<file path="src/rtl/uart_tx_frame_if.sv">
// Producer-side word handshake for uart_tx_frame: a word moves on a clock edge
// where in_valid && in_ready; data_in only matters on that edge.
interface uart_tx_frame_if #(
  parameter int DATA_BITS = 8
);
  logic [DATA_BITS-1:0] data_in;
  logic                 in_valid;
  logic                 in_ready;

  modport master (output data_in, output in_valid, input in_ready);
  modport slave  (input data_in, input in_valid, output in_ready);
endinterface

</file>
<file path="src/rtl/uart_tx_frame.sv">
// Parametrised UART transmitter: idle-high line, low start bit, LSB-first data,
// optional even/odd parity and one or two stop bits, valid/ready word input.
module uart_tx_frame #(
  parameter int CLKS_PER_BIT = 4,
  parameter int DATA_BITS    = 8,
  parameter int PARITY       = 0,
  parameter int STOP_BITS    = 1
) (
  input  logic       clk,
  input  logic       rst,
  uart_tx_frame_if.slave s_if,
  output logic       tx,
  output logic       busy,
  output logic       done,
  output logic [2:0] o_dbg_state
);

  typedef enum logic [2:0] {
    S_IDLE   = 3'd0,
    S_START  = 3'd1,
    S_DATA   = 3'd2,
    S_PARITY = 3'd3,
    S_STOP   = 3'd4
  } state_t;

  localparam int CW = $clog2(CLKS_PER_BIT);
  localparam int BW = $clog2(DATA_BITS);
  localparam logic [CW-1:0] CNT_MAX  = CW'(CLKS_PER_BIT - 1);
  localparam logic [BW-1:0] BIT_MAX  = BW'(DATA_BITS - 1);
  localparam logic [BW-1:0] STOP_MAX = BW'(STOP_BITS - 1);
  localparam logic          ODD      = (PARITY == 2);
  localparam logic          HAS_PAR  = (PARITY != 0);

  state_t                r_state, w_state_nxt;
  logic [CW-1:0]         r_cnt, w_cnt_nxt;
  logic [BW-1:0]         r_bit, w_bit_nxt;
  logic [DATA_BITS-1:0]  r_shift, w_shift_nxt;
  logic                  r_par, w_par_nxt;
  logic                  r_tx, w_tx_nxt;
  logic                  r_busy;
  logic                  r_done, w_done_nxt;
  logic                  w_last;

  assign w_last = (r_cnt == CNT_MAX);

  // r_bit indexes data bits in DATA and counts stop bits in STOP.
  always_comb begin
    w_state_nxt = r_state;
    w_cnt_nxt   = r_cnt;
    w_bit_nxt   = r_bit;
    w_shift_nxt = r_shift;
    w_par_nxt   = r_par;
    w_done_nxt  = 1'b0;
    if (r_state != S_IDLE) begin
      w_cnt_nxt = w_last ? '0 : r_cnt + CW'(1);
    end
    case (r_state)
      S_IDLE: begin
        if (s_if.in_valid) begin
          w_state_nxt = S_START;
          w_cnt_nxt   = '0;
          w_bit_nxt   = '0;
          w_shift_nxt = s_if.data_in;
          w_par_nxt   = (^s_if.data_in) ^ ODD;
        end
      end
      S_START: begin
        if (w_last) begin
          w_state_nxt = S_DATA;
          w_bit_nxt   = '0;
        end
      end
      S_DATA: begin
        if (w_last) begin
          w_shift_nxt = r_shift >> 1;
          if (r_bit == BIT_MAX) begin
            w_bit_nxt   = '0;
            w_state_nxt = HAS_PAR ? S_PARITY : S_STOP;
          end else begin
            w_bit_nxt = r_bit + BW'(1);
          end
        end
      end
      S_PARITY: begin
        if (w_last) begin
          w_state_nxt = S_STOP;
          w_bit_nxt   = '0;
        end
      end
      S_STOP: begin
        if (w_last) begin
          if (r_bit == STOP_MAX) begin
            w_state_nxt = S_IDLE;
            w_bit_nxt   = '0;
            w_done_nxt  = 1'b1;
          end else begin
            w_bit_nxt = r_bit + BW'(1);
          end
        end
      end
      default: w_state_nxt = S_IDLE;
    endcase
  end

  // tx is registered from the next state so the start bit appears on the accepting edge.
  always_comb begin
    w_tx_nxt = 1'b1;
    case (w_state_nxt)
      S_START:  w_tx_nxt = 1'b0;
      S_DATA:   w_tx_nxt = w_shift_nxt[0];
      S_PARITY: w_tx_nxt = w_par_nxt;
      default:  w_tx_nxt = 1'b1;
    endcase
  end

  always_ff @(posedge clk) begin
    if (!rst) begin
      r_state <= S_IDLE;
      r_cnt   <= '0;
      r_bit   <= '0;
      r_shift <= '0;
      r_par   <= 1'b0;
      r_tx    <= 1'b1;
      r_busy  <= 1'b0;
      r_done  <= 1'b0;
    end else begin
      r_state <= w_state_nxt;
      r_cnt   <= w_cnt_nxt;
      r_bit   <= w_bit_nxt;
      r_shift <= w_shift_nxt;
      r_par   <= w_par_nxt;
      r_tx    <= w_tx_nxt;
      r_busy  <= (w_state_nxt != S_IDLE);
      r_done  <= w_done_nxt;
    end
  end

  assign s_if.in_ready = (r_state == S_IDLE);
  assign tx            = r_tx;
  assign busy          = r_busy;
  assign done          = r_done;
  assign o_dbg_state   = r_state;

endmodule
</file>
<file path="src/flat_wrapper.sv">
// flat-port wrapper written by rule: the top's interface ports become plain ports
module uart_tx_frame_flat 
#(
  parameter int CLKS_PER_BIT = 4,
  parameter int DATA_BITS    = 8,
  parameter int PARITY       = 0,
  parameter int STOP_BITS    = 1
)
  (clk, rst, tx, busy, done, o_dbg_state, s_if_data_in, s_if_in_valid, s_if_in_ready);
  uart_tx_frame_if #(.DATA_BITS(DATA_BITS)) s_if_i ();
  input  logic clk;
  input  logic rst;
  output logic tx;
  output logic busy;
  output logic done;
  output logic [2:0] o_dbg_state;
  input wire logic [$bits(s_if_i.data_in)-1:0] s_if_data_in;
  input wire logic [$bits(s_if_i.in_valid)-1:0] s_if_in_valid;
  output wire logic [$bits(s_if_i.in_ready)-1:0] s_if_in_ready;
  assign s_if_i.data_in = s_if_data_in;
  assign s_if_i.in_valid = s_if_in_valid;
  assign s_if_in_ready = s_if_i.in_ready;
  uart_tx_frame #(.CLKS_PER_BIT(CLKS_PER_BIT), .DATA_BITS(DATA_BITS), .PARITY(PARITY), .STOP_BITS(STOP_BITS)) u_core (.clk(clk), .rst(rst), .s_if(s_if_i), .tx(tx), .busy(busy), .done(done), .o_dbg_state(o_dbg_state));
endmodule
</file>
<file path="config.mk">
export PLATFORM = sky130hd
export DESIGN_NAME = uart_tx_frame_flat
export DESIGN_NICKNAME = d
export VERILOG_FILES = /design/src/rtl/uart_tx_frame_if.sv /design/src/rtl/uart_tx_frame.sv /design/src/flat_wrapper.sv
export SDC_FILE = /design/constraint.sdc
export NUM_CORES = 1
export LEC_CHECK = 0
export BUFFER_PORTS_ARGS = -buffer_cell sky130_fd_sc_hd__buf_2
export CAP_MARGIN = 25
export CORE_UTILIZATION = 55
export DETAILED_ROUTE_END_ITERATION = 7
export MAX_ROUTING_LAYER = met4
export PLACE_DENSITY = 0.79
export SYNTH_ARGS = -nofsm -noshare
export SYNTH_HDL_FRONTEND = slang
export SYNTH_SLANG_ARGS = --single-unit
</file>
<file path="constraint.sdc">
create_clock -name clk -period 3.35 [get_ports clk]
set_clock_uncertainty 0.1 [all_clocks]
set_input_delay 0 -clock clk [delete_from_list [all_inputs] [get_ports clk]]
set_output_delay 0 -clock clk [all_outputs]
set_load 0.01 [all_outputs]
</file>
==> key figures <==
Clock tree
  – # clock sinks: 20
  – Cts repair resizes: 0
  – Max clock buf depth: 2
  – H-tree depth: 1
  – CTS tree: built
  – Worst-Skew Late Latency: 0.29 ns
  – CTS Root Cell: clkbuf_4
  – Clk pin slew, worst setup/hold paths: 0.10 ns
  – CTS buffer count: 3

Worst setup path
  – Worst path arrival time: 2.67 ns
  – CP Capture Type: flop
  – WP buf/inv: 1
  – Worst-path cell with the longest stage delay: nor3_1
  – Worst R2R Start: u_core.o_dbg_state[1]$_SDFF_PN0_
  – CP Max Fanout: 11
  – Critical path, cell by cell: nand2b_4 > nor3_1 > a222oi_1 > nor2b_1 > dlygate4sd3_1
  – CP top delay family: simple AND/OR/NAND/NOR gates
  – Crit Path Class: reg2reg
  – Worst Setup Start Kind: flop
  – CP startpoint: u_core.o_dbg_state[1]$_SDFF_PN0_
  – Critical Path RT: 3.49 ns
  – CP max stage delay: 0.80 ns

Logic synthesis
  – Async SR Flop Fraction: 0%
  – Post-synthesis cell type count: 34
  – Syn Area/Cell: 9.48 um^2
  – Synth Flop Type: dfxtp_1
  – Dominant cell type by area after synthesis: dfxtp_1
  – Cell count after synthesis: 108
  – Sequential area share after synthesis: 39.1%
  – Post-synth top area share: 39.1%
  – Post-Syn Area: 1020 um^2
  – #FFs+latches synth: 20
  – Most common cell in the synthesized netlist: dfxtp_1
  – Main area contributors after synthesis: dfxtp_1, nor2b_1, a222oi_1
  – Yosys warning count: 0
  – Post-synth top cells: dfxtp_1, nor2b_1, a222oi_1, xnor2_1, nor2_1
  – EDFF count, synth: 0
  – Syn_nets: 123

Floorplan
  – DIE HEIGHT: 45.1 um
  – Rows: 15
  – Chip Width: 45.1 um
  – Ports: 18
  – Die footprint: 2040 um^2
  – CORE AREA: 1730 um^2
  – Initial Utilization: 59.3%

GRT
  – Largest net degree at the start of global routing: 21
  – Tot GR Track Use: 23.3%
  – First-pass GRT wire length: 3310 um
  – Vias in the first global route: 821
  – Total global routing overflow: 0
  – Antenna violations before repair: 0

Power and ir drop
  – PwrDens: 351 nW/um^2
  – P_leak: 0.509 nW
  – Worst VDD drop: 0.255 mV

Hold path
  – HP Start: s_if_in_valid
  – Hold Crit Class: in2reg

Timing
  – Slew Viols, Final: 0
  – Final Critical Period: 2.53 ns
  – Final TNS setup: 0 ns
  – Fin. Hold Viols: 0
  – Fmax: 0.396 GHz
  – Setup ws final: 0.824 ns
  – Final number of setup-violating endpoints: 0
  – Worst rel slew slack: 29.5%
  – RSZ-0062 raised after global routing: false
  – Period utilization: 75.4%
  – Worst-Margin Slew: 1.05 ns

Placed design
  – HPWL Detailed: 1350 um
  – DP Worst Slack: 1.25 ns
  – Area after DPL: 1110 um^2
  – I/O Buffers: 17
  – Final GP Congestion: 0.799

Drt
  – Drt first pass iters: 4
  – Via-to-Cell Ratio: 5.66
  – Routed WL: 2030 um
  – DR iter-0 viols: 35
  – Via Count: 905
  – Post-DRT Antenna Nets: 0
  – DRC viols: 0
  – Wirelength per Cell: 12.7 um

Layout
  – Fillers: 132
  – Layout area overhead: 23.1%
  – Final nets: 152
  – Layout cells sized above 1: 18.5%
  – Util after Layout: 73.0%
  – Fin area: 1260 um^2
  – Antenna cell count: 0

Run status
  – Status: finished, final reports clean

Run
  – Max-Cap Viols: 0
## placed cells by master (no fill, tap or decap), drive strengths merged, types with 2 or more instances in the layout
| master | count |
|---|---|
| dfxtp | 20 |
| buf | 17 |
| nor2b | 13 |
| dlygate4sd3 | 13 |
| xnor2 | 7 |
| a222oi | 7 |
| nor2 | 5 |
| nand2b | 5 |
| nor3 | 4 |
| o21ai | 4 |
| ha | 4 |
| nand2 | 4 |
| inv | 3 |
| a21oi | 3 |
| nand3 | 3 |
| and2 | 3 |
| clkbuf | 3 |
| mux2i | 2 |
| a31oi | 2 |
| a211o | 2 |
## kinds of logic after synthesis
group / share of synthesized area (%)
XOR/XNOR: 5.99
adder cells (fa/ha/maj): 4.89
AND/OR/NAND/NOR: 22.7
AO/OA/AOI/OAI: 19.9
flip-flops: 39.1
multiplexers: 3.06
buffers and inverters: 4.28
## power by group
group / internal (W) / total, W / switching [W]
clock network: 0.0000419 / 0.000107 / 0.0000656
registers: 0.000248 / 0.000256 / 0.00000776
logic: 0.0000446 / 0.0000786 / 0.0000341
## timing repair
action,4_1_cts,5_1_grt
hold buffers,13,0
hold endpoints to repair,15,0
buffers inserted,0,0
endpoints found under the setup margin,0,0
## metal layers
metal  wire (um)  global-route usage (%)  up-vias
met5           0                       -        -
met4          25                    9.70        0
met3          80                    6.80        4
met2        1060                    40.0       26
met1         866                    24.9      429
li1            -                       -      446
## metrics by stage
step / total power (W) / hold slack, ns / cells
2_1_floorplan: 0.000310 / 0.0690 / 108
3_3_place_gp: 0.000326 / 0.192 / 144
3_5_place_dp: 0.000328 / 0.198 / 144
4_1_cts: 0.000448 / 0.0140 / 160
5_1_grt: 0.000468 / 0.0372 / 160
6_report: 0.000442 / 0.0266 / 160
## worst register-to-register path: stages (launching register included)
cell           delay, ns
dfxtp_1             0.42
nand2b_4            0.20
nor3_1              0.80
a222oi_1            0.27
nor2b_1             0.15
dlygate4sd3_1       0.54
## state kept, by name, summed over array words and instances, names as in the netlist
name / count
u_core.busy: 1
u_core.done: 1
u_core.o_dbg_state: 3
u_core.r_bit: 3
u_core.r_cnt: 2
u_core.r_par: 1
u_core.r_shift: 8
u_core.tx: 1
## final timing paths
kind,slack [ns],cells after the start,end
setup / recovery,0.82,5,u_core.r_shift[5]$_SDFFE_PN0P_
setup reg to reg,0.82,5,u_core.r_shift[5]$_SDFFE_PN0P_
hold / removal,0.03,4,u_core.r_cnt[1]$_SDFF_PN0_
hold reg to reg,0.41,2,u_core.r_bit[2]$_SDFFE_PN0P_
## final cells by class
| class | count | area [um^2] | share of cell area (%) |
|---|---|---|---|
| tap | 25 | 31.3 | 2.48 |
| sequential | 20 | 400 | 31.8 |
| clock buffer | 3 | 22.5 | 1.79 |
| timing repair buffer | 30 | 215 | 17.1 |
| multi-input combinational | 79 | 579 | 46.0 |
| inverter | 3 | 11.3 | 0.894 |
Power figures use the tool's default switching activity.
